`src/rtl/mips_instr_encoder.sv`:
```
// Loads a program into instruction memory by encoding symbolic MIPS requests
// into 32-bit words and writing them to consecutive word addresses over an acked port.
module mips_instr_encoder #(
  parameter int                    ADDR_WIDTH = 32,
  parameter logic [ADDR_WIDTH-1:0] BASE_ADDR  = '0,
  parameter int                    MAX_WORDS  = 64
) (
  input  logic                               clk,
  input  logic                               reset_n,
  input  logic                               req_valid_in,
  output logic                               req_ready_out,
  input  logic [2:0]                         op_sel_in,
  input  logic [4:0]                         rs_in,
  input  logic [4:0]                         rt_in,
  input  logic [4:0]                         rd_in,
  input  logic [15:0]                        imm_in,
  output logic                               mem_we_out,
  output logic [ADDR_WIDTH-1:0]              mem_addr_out,
  output logic [31:0]                        mem_data_out,
  input  logic                               mem_ack_in,
  input  logic                               clear_in,
  output logic [$clog2(MAX_WORDS+1)-1:0]     count_out,
  output logic                               full_out
);

  localparam int CW = $clog2(MAX_WORDS + 1);

  typedef enum logic [1:0] {
    IDLE  = 2'd0,
    WRITE = 2'd1,
    FULL  = 2'd2
  } state_t;

  state_t                  state_q, state_d;
  logic                    we_q, we_d;
  logic [ADDR_WIDTH-1:0]   addr_q, addr_d;
  logic [31:0]             data_q, data_d;
  logic [CW-1:0]           count_q, count_d;
  logic                    full_q, full_d;
  logic [CW-1:0]           count_inc_s;
  logic [ADDR_WIDTH-1:0]   next_addr_s;

  // Unused fields of each format are replaced by constants so they never leak.
  function automatic logic [31:0] encode_instr(
    input logic [2:0]  op,
    input logic [4:0]  rs,
    input logic [4:0]  rt,
    input logic [4:0]  rd,
    input logic [15:0] imm
  );
    logic [31:0] word;
    case (op)
      3'd0:    word = 32'h0000_0000;
      3'd1:    word = {6'h00, rs, rt, rd, 5'h00, 6'h20};
      3'd2:    word = {6'h00, rs, rt, rd, 5'h00, 6'h22};
      3'd3:    word = {6'h00, rs, rt, rd, 5'h00, 6'h2a};
      3'd4:    word = {6'h00, rs, rt, rd, 5'h00, 6'h27};
      3'd5:    word = {6'h08, rs, rt, imm};
      3'd6:    word = {6'h0c, rs, rt, imm};
      3'd7:    word = {6'h0f, 5'h00, rt, imm};
      default: word = 32'h0000_0000;
    endcase
    return word;
  endfunction

  assign count_inc_s   = count_q + CW'(1);
  assign next_addr_s   = BASE_ADDR + (ADDR_WIDTH'(count_q) << 2);
  assign req_ready_out = reset_n & (state_q == IDLE) & ~clear_in;

  // Next-state and output-register computation for the load sequencer.
  always_comb begin
    state_d = state_q;
    we_d    = we_q;
    addr_d  = addr_q;
    data_d  = data_q;
    count_d = count_q;
    full_d  = full_q;
    case (state_q)
      IDLE: begin
        if (clear_in) begin
          count_d = '0;
          full_d  = 1'b0;
        end else if (req_valid_in) begin
          data_d  = encode_instr(op_sel_in, rs_in, rt_in, rd_in, imm_in);
          addr_d  = next_addr_s;
          we_d    = 1'b1;
          state_d = WRITE;
        end else begin
          state_d = IDLE;
        end
      end
      WRITE: begin
        // clear_in deliberately ignored here so an in-flight write always lands.
        if (mem_ack_in) begin
          we_d    = 1'b0;
          count_d = count_inc_s;
          if (count_inc_s == CW'(MAX_WORDS)) begin
            state_d = FULL;
            full_d  = 1'b1;
          end else begin
            state_d = IDLE;
          end
        end else begin
          state_d = WRITE;
        end
      end
      FULL: begin
        if (clear_in) begin
          count_d = '0;
          full_d  = 1'b0;
          state_d = IDLE;
        end else begin
          state_d = FULL;
        end
      end
      default: begin
        state_d = IDLE;
        we_d    = 1'b0;
      end
    endcase
  end

  // State and output registers; reset abandons any write in progress.
  always_ff @(posedge clk or negedge reset_n) begin
    if (!reset_n) begin
      state_q <= IDLE;
      we_q    <= 1'b0;
      addr_q  <= '0;
      data_q  <= 32'h0000_0000;
      count_q <= '0;
      full_q  <= 1'b0;
    end else begin
      state_q <= state_d;
      we_q    <= we_d;
      addr_q  <= addr_d;
      data_q  <= data_d;
      count_q <= count_d;
      full_q  <= full_d;
    end
  end

  assign mem_we_out   = we_q;
  assign mem_addr_out = addr_q;
  assign mem_data_out = data_q;
  assign count_out    = count_q;
  assign full_out     = full_q;

endmodule

```
`config.mk`:
```
export PLATFORM = sky130hd
export DESIGN_NAME = mips_instr_encoder
export DESIGN_NICKNAME = d
export VERILOG_FILES = /design/src/rtl/mips_instr_encoder.sv
export SDC_FILE = /design/constraint.sdc
export NUM_CORES = 1
export LEC_CHECK = 0
export CAP_MARGIN = 15
export CORE_MARGIN = 1
export CORE_UTILIZATION = 65
export CTS_BUF_LIST = sky130_fd_sc_hd__clkbuf_8
export DETAILED_ROUTE_END_ITERATION = 12
export DONT_BUFFER_PORTS = 1
export GPL_TIMING_DRIVEN = 0
export PLACE_DENSITY = 0.79
export SYNTH_ARGS = -nofsm -noshare
export SYNTH_HDL_FRONTEND = slang
export SYNTH_SLANG_ARGS = --single-unit
export TNS_END_PERCENT = 50
```
`constraint.sdc`:
```
create_clock -name clk -period 1.5 [get_ports clk]
set_input_delay 0.15 -clock clk [delete_from_list [all_inputs] [get_ports clk]]
set_output_delay 0.15 -clock clk [all_outputs]
set_load 0.005 [all_outputs]
```
==> summary.md, run 1 <==
| Metric | Value |
|---|---|
| Status | `complete, no violations` |
| Largest net degree at the start of global routing | `48` |
| Critical-path maximum fanout | `8` |
| Post-synth EDFFs | `0` |
| Routed vias | `1841` |
| Total Nets Final | `336` |
| Critical-path cell list | `ha_2 -> nor4b_1 -> o2111ai_2 -> nand2_1` |
| Final WS setup | `0.0308 ns` |
| Antenna violations before repair | `0` |
| Slowest stage delay, CP | `0.47 ns` |
| VDD IR max | `0.000698 V` |
| Max Freq | `0.681 GHz` |
| Clk_lat worst skew | `0.30 ns` |
| Share of cells above drive strength 1 | `23.6%` |
| Top cell type by total area after synthesis | `dfrtp_1` |
| Worst EP required | `1.73 ns` |
| Placed Instances | `317` |
| Filler Cell Count | `219` |
| CTS Buf Count | `5` |
| # DRC | `0` |
| Post-Syn Area | `2390 um2` |
| Total wire length | `5.29 mm` |
| Post-synthesis register bit count | `47` |
| Syn Area/Cell | `9.75 um2` |
| Share of the synthesized area in the top cell type | `49.2%` |
| Synth-to-layout area growth | `20.3%` |
| Placer congestion estimate | `0.752` |
| Die height | `62.6 um` |
| Synth Instances | `245` |
| Number of port buffers | `0` |
| Antenna diodes | `0` |
| Area of the core | `3420 um2` |
| Avg Vias per Cell | `5.38` |
| Final Hold Viols | `0` |
| CTS H-tree depth | `2` |
| Post-route minimum period | `1.47 ns` |
| LEAKAGE | `0.00144 uW` |
| DR iter-0 viols | `67` |
| Post-synth top cells | `54 x nand2_1, 47 x dfrtp_1, 33 x o21ai_0` |
| Share of synthesized registers carrying an async set or reset | `100%` |
| Period utilisation layout | `97.9%` |
| Crit start category | `flop` |
| Fin cells | `342` |
| Setup Viol. Count Final | `0` |
| Post-route ant nets | `0` |
| Die X | `62.6 um` |
| Vias in the first global route | `1765` |
| Cells taking the most area after synthesis | `dfrtp_1 49%, buf_4 8.8%, nand2_1 8.5%` |
| Die Area | `3920 um2` |
| Detail Placement HPWL | `3.60 mm` |
| YS warnings | `0` |
| Top Ports | `113` |
| Root Driver | `clkbuf_8` |
| Post-place setup slack | `-0.0533 ns` |
| Number of max-cap violations | `0` |
| WL per Instance | `15.5 um` |
| CTS Sinks | `47` |
| Most frequent cell after synthesis | `nand2_1` |
| Drt pass-1 iters | `4` |
| Crit-path slowest cell | `dfrtp_2` |
| Clock Skew | `0.00726 ns` |
| CTS tree | `done` |
| Initial Utilization | `69.9%` |
| Crit-path leading delay family | `simple AND/OR/NAND/NOR gates` |
| Distinct cell type count after synthesis | `43` |
| Seq/Total Area, Yosys | `49.2%` |
| Primary flip-flop cell chosen by synthesis mapping | `dfrtp_1` |
| Hold/Removal Path Class | `primary input to flop` |
| Crit path DAT | `1.70 ns` |
| PwrDens | `1070 nW/um2` |
| Total grt overflow | `0` |
| Post-layout util | `84.1%` |
| Max clock buf depth | `2` |
| Clock transition at the registers of the reported paths | `0.09 ns` |
| Slew Viols, Final | `0` |
| Final Power | `3090 uW` |
| Final setup TNS | `0 ns` |
| First-pass GRT wire length | `8.62 mm` |
| Worst setup EP type | `flop` |
| Core Rows | `21` |
| CP Buf/Inv Count | `0` |
| Global-route usage over all layers | `28.8%` |
| Critical path class | `flop to flop` |
-- routing by layer --
| layer | wire (um) | up-vias | GRT usage, % | part of all wire, % |
|---|---|---|---|---|
| met1 | 2200 | 872 | 36.4 | 42 |
| met4 | 47 | 0 | 8.72 | 0.89 |
| met5 | 0 | - | 0 | 0 |
| met3 | 430 | 5 | 8.76 | 8.1 |
| li1 | - | 883 | - | - |
| met2 | 2610 | 81 | 47.4 | 49 |
-- cell families after synthesis --
kind of cell | after synthesis | share of synthesized area [%]
compound gates | 53 | 12.8
xor+xnor | 3 | 1.10
fa+ha+maj | 2 | 1.05
buf+inv | 43 | 12.0
flops | 47 | 49.2
mux | 12 | 6.23
other cells | 1 | 0.157
simple gates | 84 | 17.4
-- worst paths after layout --
kind                       cells after the start         start          endpoint  slack [ns]
setup / recovery                               4  count_out[0]          full_out        0.03
hold / removal                                 2     imm_in[9]   mem_data_out[9]      0.0001
setup reg to reg                               4  count_out[0]          full_out        0.03
hold reg to reg                                2      full_out          full_out        0.51
max in group asynchronous                      2       reset_n      count_out[1]        0.92
min in group asynchronous                      2       reset_n  mem_data_out[29]        0.36
-- per-stage QoR --
stage / cell area (um2) / hold slack [ns]
4_1_cts: 2840 / 0.00181
6_report: 2870 / 0.000128
3_5_place_dp: 2540 / -0.145
2_1_floorplan: 2490 / -0.146
5_1_grt: 2870 / 0.00463
3_3_place_gp: 2540 / -0.145
-- placed cells by master, fill, tap and decap left out, drive strengths merged, types with 2 or more instances in the layout --
cell type,synthesis,final
o22ai,2,2
nor2,4,4
nand4,3,3
conb,1,27
nand2,55,55
nor3b,5,5
dfrtp,47,47
o21ai,34,34
dlygate4sd3,0,16
a21oi,7,7
mux2,11,11
buf,34,36
a22o,5,5
ha,2,2
xnor2,2,2
nand3,6,6
clkbuf,8,13
-- where the power goes --
group          internal [uW]  switching [uW]
Combinational            249             264
Clock                    539             406
Sequential              1460             170
-- sequential cells by signal, summed over array words and instances (netlist names) --
signal        cells
count_out         7
full_out          1
mem_addr_out      7
mem_data_out     29
mem_we_out        1
state_q           2
-- layout make-up --
class	instances	area, um2	area share, %
sequential	47	1180	41.0
clock buffer	6	82.6	2.87
buffer	42	289	10.1
clock inverter	2	35.0	1.22
inverter	1	3.75	0.131
timing repair buffer	17	188	6.53
tap	46	57.6	2.00
multi-input combinational	181	1040	36.2
-- repair_timing --
item / 4_1_cts / 5_1_grt
buffers inserted: 0 / 0
gates resized for setup: 1 / 16
gates cloned: 0 / 0
pin swaps: 0 / 1
hold buffers: 16 / 1
setup endpoints to repair: 3 / 28
hold endpoints to repair: 61 / 1
No activity file was read; power rests on OpenSTA's default activity.
==> run 2, diff against run 1 <==
==> constraint.sdc (replaced) <==
create_clock -name clk -period 1.4 [get_ports clk]
set_input_delay 0.14 -clock clk [delete_from_list [all_inputs] [get_ports clk]]
set_output_delay 0.14 -clock clk [all_outputs]
set_load 0.005 [all_outputs]
==> run 2 against run 1 <==
Effect of this change:
- the run now ends with setup timing left
- final cell count rose by 2.0%
- highest routed layer unchanged
- global-route usage is 0.64 points higher
- maximum frequency rose by 2.9%
==> summary.md, run 2 (synthesis gave the netlist of run 1 again) <==
| Metric | Value |
|---|---|
| Number of port buffers | `0 (unchanged)` |
| Final Power | `3400 uW (+10%)` |
| Core Rows | `21 (unchanged)` |
| Max Freq | `0.700 GHz (+2.9%)` |
| CTS Buf Count | `5 (unchanged)` |
| Total Nets Final | `343 (+2.1%)` |
| Post-place setup slack | `-0.153 ns (-0.100 ns)` |
| Placer congestion estimate | `0.752 (unchanged)` |
| DR iter-0 viols | `152 (+130%)` |
| Critical-path maximum fanout | `8 (unchanged)` |
| Antenna violations before repair | `0 (unchanged)` |
| Clock transition at the registers of the reported paths | `0.08 ns (about the same)` |
| Final Hold Viols | `0 (unchanged)` |
| CTS tree | `done` |
| Post-route minimum period | `1.43 ns (-0.0412 ns)` |
| Most common cell after layout, fill and taps aside | `nand2_1` |
| Clk_lat worst skew | `0.30 ns (about the same)` |
| Synth-to-layout area growth | `24.1%` |
| First-pass GRT wire length | `8.87 mm (+2.9%)` |
| # DRC | `0 (unchanged)` |
| Failing checks | `setup timing` |
| Die Area | `3920 um2 (unchanged)` |
| Largest net degree at the start of global routing | `48 (unchanged)` |
| Number of flip-flops in the largest register | `29 (unchanged)` |
| Initial Utilization | `69.9% (unchanged)` |
| Routed vias | `1950 (+5.9%)` |
| Critical path class | `flop to flop` |
| Global-route usage over all layers | `29.4% (+0.64 points)` |
| Clock Skew | `0.00697 ns (-0.000286 ns)` |
| Area of the core | `3420 um2 (unchanged)` |
| Die X | `62.6 um (unchanged)` |
| Max clock buf depth | `2 (unchanged)` |
| Root Driver | `clkbuf_8` |
| Share of cells above drive strength 1 | `25.7% (+2.1 points)` |
| Fin cells | `349 (+2.0%)` |
| Antenna diodes | `0 (unchanged)` |
| Total wire length | `6.11 mm (+15%)` |
| Setup Viol. Count Final | `2 (+2)` |
| Final WS setup | `-0.0279 ns (-0.0588 ns)` |
| Top Ports | `113 (unchanged)` |
| CTS Sinks | `47 (unchanged)` |
| Drt pass-1 iters | `4 (unchanged)` |
| Period utilisation layout | `102% (+4.1 points)` |
| Status | `complete, but fails checks` |
| LEAKAGE | `0.00148 uW (+2.8%)` |
| Most frequent cells in the layout | `54 x nand2_1, 44 x dfrtp_1, 33 x buf_4` |
| Total grt overflow | `0 (unchanged)` |
| Post-route ant nets | `0 (unchanged)` |
| Detail Placement HPWL | `3.60 mm (unchanged)` |
| CTS H-tree depth | `2 (unchanged)` |
| Die height | `62.6 um (unchanged)` |
| Vias in the first global route | `1817 (+2.9%)` |
| Worst setup EP type | `flop` |
| PwrDens | `1150 nW/um2 (+6.7%)` |
| Filler Cell Count | `179 (-18%)` |
| Placed Instances | `317 (unchanged)` |
| Hold/Removal Path Class | `primary input to flop` |
| Worst EP required | `1.61 ns (-0.12 ns)` |
| Hold WS | `0.0188 ns (+0.0187 ns)` |
| Crit start category | `flop` |
| Slew Viols, Final | `0 (unchanged)` |
| WL per Instance | `17.5 um (+13%)` |
| Crit path DAT | `1.64 ns (-0.06 ns)` |
| VDD IR max | `0.000714 V (+2.3%)` |
| Number of max-cap violations | `0 (unchanged)` |
| Avg Vias per Cell | `5.59 (+3.8%)` |
| RSZ-0062 raised after global routing | `yes` |
==> run 2: changes by cell type in the layout (fill, tap and decap cells not counted), sizes merged <==
cell	change
dlygate4sd3	+3
clkbuf	-2
buf	+6
==> run 2: path summary, 6_finish.rpt <==
path / startpoint / to / slack (ns) / cells after the start
max: state_q[0] / count_out[2] / -0.03 / 5
min reg2reg: full_out / full_out / 0.52 / 2
min in group asynchronous: reset_n / mem_data_out[22] / 0.39 / 2
max in group asynchronous: reset_n / count_out[0] / 0.78 / 2
min: imm_in[10] / mem_data_out[10] / 0.02 / 2
max reg2reg: state_q[0] / count_out[2] / -0.03 / 5
==> run 2: worst max-delay path, cell delays in order (launching register included) <==
cell and delay, ns:
dfrtp_2 0.44, buf_4 0.15, nand3b_1 0.29, nand2_1 0.15
o21a_1 0.15, a21oi_1 0.17
==> run 2: cell type report <==
| type | count | area (um2) | area share [%] |
|---|---|---|---|
| Buffer | 42 | 297 | 10.0 |
| Clock buffer | 6 | 82.6 | 2.78 |
| Clock inverter | 2 | 35.0 | 1.18 |
| Inverter | 1 | 3.75 | 0.127 |
| Multi-Input combinational cell | 181 | 1060 | 35.8 |
| Sequential cell | 47 | 1180 | 39.8 |
| Tap cell | 46 | 57.6 | 1.94 |
| Timing Repair Buffer | 24 | 248 | 8.35 |
==> run 2: layer usage <==
metal / vias up / track usage (%) / wire, um
li1: 889 / - / -
met1: 926 / 37.6 / 2320
met2: 124 / 47.1 / 3050
met3: 11 / 8.94 / 615
met4: 0 / 10.8 / 114
met5: - / 0 / 0
==> run 2: through the flow <==
step	instance area [um2]	TNS (ns)	util, %
after floorplan	2490	0	-
after global placement	2540	-0.568	74.5
after detailed placement	2540	-1.27	74.5
after CTS	2900	-0.0302	84.9
after global routing	2970	-0.400	86.8
final	2970	-0.0532	86.8
==> run 2: repair_timing <==
action                                 CTS  global route
gates cloned                             0             0
gates resized for setup                 11            12
setup endpoints to repair               31            28
pin swaps                                2             1
endpoints found under the hold margin   64             1
hold buffers                            19             1
buffers inserted                         0             4
==> run 2: power by group <==
part / total (uW) / internal (uW) / switching (uW)
clock network: 1040 / 578 / 458
logic: 606 / 290 / 316
registers: 1760 / 1560 / 194
==> run 3, diff against run 2 <==
--- a/config.mk
+++ b/config.mk
@@ -7,12 +7,11 @@
 export LEC_CHECK = 0
 export CAP_MARGIN = 15
 export CORE_MARGIN = 1
-export CORE_UTILIZATION = 65
-export CTS_BUF_LIST = sky130_fd_sc_hd__clkbuf_8
+export CORE_UTILIZATION = 62
 export DETAILED_ROUTE_END_ITERATION = 12
 export DONT_BUFFER_PORTS = 1
 export GPL_TIMING_DRIVEN = 0
-export PLACE_DENSITY = 0.79
+export PLACE_DENSITY = 0.78
 export SYNTH_ARGS = -nofsm -noshare
 export SYNTH_HDL_FRONTEND = slang
 export SYNTH_SLANG_ARGS = --single-unit
==> run 3 against run 2 <==
Effect of this change:
- the run ends with hold timing left
- die area up 4.7%
- first-iteration DRC count down 47%
- wire length down 11%
- clock power down 28%
- non-clock buffer count down 1
- sequential share of layout area up 0.64 points
- final cell count down 0.29%
- clock-buffer cell count unchanged
- design area down 1.5%
- global-route usage down 0.90 points
- power down 9.2%
- register-to-register slack better by 0.05 ns
- largest cell class unchanged
==> summary.md, run 3 (synthesis gave the netlist of run 1 again) <==
| Metric | Value |
|---|---|
| Status | `complete, but fails checks` |
| Failing checks | `hold timing` |
| Total grt overflow | `0 (unchanged)` |
| Critical-path maximum fanout | `10 (+2)` |
| Routed vias | `1885 (-3.3%)` |
| Number of port buffers | `0 (unchanged)` |
| Largest net degree at the start of global routing | `48 (unchanged)` |
| Hold WS | `-0.00262 ns (-0.0215 ns)` |
| Combinational Power Share | `19.1% (+1.3 points)` |
| Pint | `2180 uW (-10%)` |
| Setup Viol. Count Final | `0 (-2)` |
| Post-place setup slack | `-0.151 ns (+0.00267 ns)` |
| Crit path DAT | `1.56 ns (-0.08 ns)` |
| Core Rows | `22 (+4.8%)` |
| Avg Vias per Cell | `5.42 (-3.1%)` |
| Number of flip-flops in the largest register | `29 (unchanged)` |
| Area of the core | `3690 um2 (+8.0%)` |
| Clock Power Share | `24.2% (-6.3 points)` |
| Critical-path cell list | `nor3_4 -> nand2_4 -> buf_8 -> mux2_4` |
| WL per Instance | `15.6 um (-11%)` |
| Number of max-cap violations | `0 (unchanged)` |
| Final Hold Viols | `1 (+1)` |
| Slowest stage delay, CP | `0.44 ns (about the same)` |
| Slew Viols, Final | `0 (unchanged)` |
| LEAKAGE | `0.00146 uW (-1.8%)` |
| Final WS setup | `0.0255 ns (+0.0535 ns)` |
| PwrDens | `1060 nW/um2 (-7.9%)` |
| Clock Skew | `0.00404 ns (-0.00293 ns)` |
| Net Sw Frac | `29.2% (+0.69 points)` |
| Die height | `64.1 um (+2.3%)` |
| RSZ-0062 raised after global routing | `yes` |
| Post-route ant nets | `0 (unchanged)` |
| Drt pass-1 iters | `4 (unchanged)` |
| Synth-to-layout area growth | `22.3%` |
| FF-to-FF Start | `state_q[0]` |
| Post-route minimum period | `1.37 ns (-0.0535 ns)` |
| DR iter-0 viols | `81 (-47%)` |
| Critical path class | `flop to flop` |
| Top Ports | `113 (unchanged)` |
| Psw | `899 uW (-7.0%)` |
| Detail Placement HPWL | `3.58 mm (-0.57%)` |
| Max Freq | `0.728 GHz (+3.9%)` |
| Setup crit start | `state_q[0]` |
| Max clock buf depth | `2 (unchanged)` |
| Hold path start | `rt_in[4]` |
| Total Nets Final | `342 (-0.29%)` |
| Period utilisation layout | `98.2% (-3.8 points)` |
| Crit-path slowest cell | `dfrtp_2` |
| Die X | `64.1 um (+2.3%)` |
| # DRC | `0 (unchanged)` |
| Initial Utilization | `64.8% (-5.2 points)` |
| VDD IR max | `0.000794 V (+11%)` |
| Antenna violations before repair | `0 (unchanged)` |
| Worst setup EP type | `flop` |
| Clk_lat worst skew | `0.30 ns (about the same)` |
| Reg power frac | `56.7% (+5.0 points)` |
| Antenna diodes | `0 (unchanged)` |
| Placed inst area | `2550 um2 (about the same)` |
| Most common cell after layout, fill and taps aside | `nand2_1` |
| Worst EP required | `1.58 ns (-0.03 ns)` |
| Clock transition at the registers of the reported paths | `0.08 ns (about the same)` |
| Share of cells above drive strength 1 | `26.0% (+0.26 points)` |
| Hold/Removal Path Class | `primary input to flop` |
| Global-route usage over all layers | `28.5% (-0.90 points)` |
| CTS Sinks | `47 (unchanged)` |
| Die Area | `4100 um2 (+4.7%)` |
| Vias in the first global route | `1848 (+1.7%)` |
| Most frequent cells in the layout | `54 x nand2_1, 43 x dfrtp_1, 33 x buf_4` |
| Root Driver | `clkbuf_8` |
| CTS Buf Count | `5 (unchanged)` |
| Total wire length | `5.44 mm (-11%)` |
| Placer congestion estimate | `0.761 (+1.2%)` |
| Fin area | `2920 um2 (-1.5%)` |
| Crit start category | `flop` |
| CTS tree | `done` |
| First-pass GRT wire length | `8.85 mm (-0.16%)` |
| CTS H-tree depth | `2 (unchanged)` |
run 3: what timing repair did:
item / in CTS / in global routing
resized for setup: 11 / 23
hold endpoints to repair: 64 / 0
gates cloned: 0 / 0
pin swaps: 1 / 10
setup buffers: 1 / 3
endpoints found under the setup margin: 31 / 31
hold buffers: 19 / 0
run 3: path summary, 6_finish.rpt:
check                                   end  slack [ns]  cells past startpoint
setup / recovery            mem_addr_out[4]        0.03                      4
hold / removal             mem_data_out[20]      -0.003                      2
setup reg to reg            mem_addr_out[4]        0.03                      4
hold reg to reg                    full_out        0.51                      2
max in group asynchronous      count_out[1]        0.80                      2
min in group asynchronous  mem_data_out[15]        0.39                      2
run 3: layer usage:
layer	global-route usage (%)	part of all wire, %	wire [um]
met5	0	0	0
met4	11.4	0.86	47
met3	8.57	9.2	501
met2	45.1	48	2590
met1	36.6	42	2300
run 3: final cells by class:
class,count,area (um2)
tap,48,60.1
clock buffer,6,72.6
timing repair buffer,23,238
sequential,47,1180
fill,260,767
buffer,42,300
inverter,1,3.75
multi-input combinational,181,1070
run 3: through the flow:
stage | util (%) | power, uW | TNS (ns) | hold slack [ns] | cells
5_1_grt | 79.2 | 3250 | -0.313 | 0.00345 | 348
2_1_floorplan | - | 2110 | 0 | -0.156 | 271
6_report | 79.2 | 3080 | 0 | -0.00262 | 348
3_5_place_dp | 69.0 | 2240 | -1.76 | -0.155 | 319
4_1_cts | 77.6 | 3060 | 0 | 0.00421 | 345
3_3_place_gp | 69.0 | 2200 | -1.23 | -0.155 | 319
run 3: worst max-delay path: cells and delay by family (launching register included):
family,cells,cell delay [ns]
flip-flops,1,0.44
AND/OR/NAND/NOR,2,0.36
buffers and inverters,1,0.17
multiplexers,1,0.29
run 3: power groups by stage:
stage,sequential [uW],clock [uW],combinational [uW]
after floorplan,1720,0,393
final,1750,745,589
after detailed placement,1770,0,471
after CTS,1750,756,560
after global placement,1760,0,444
after global routing,1780,818,657
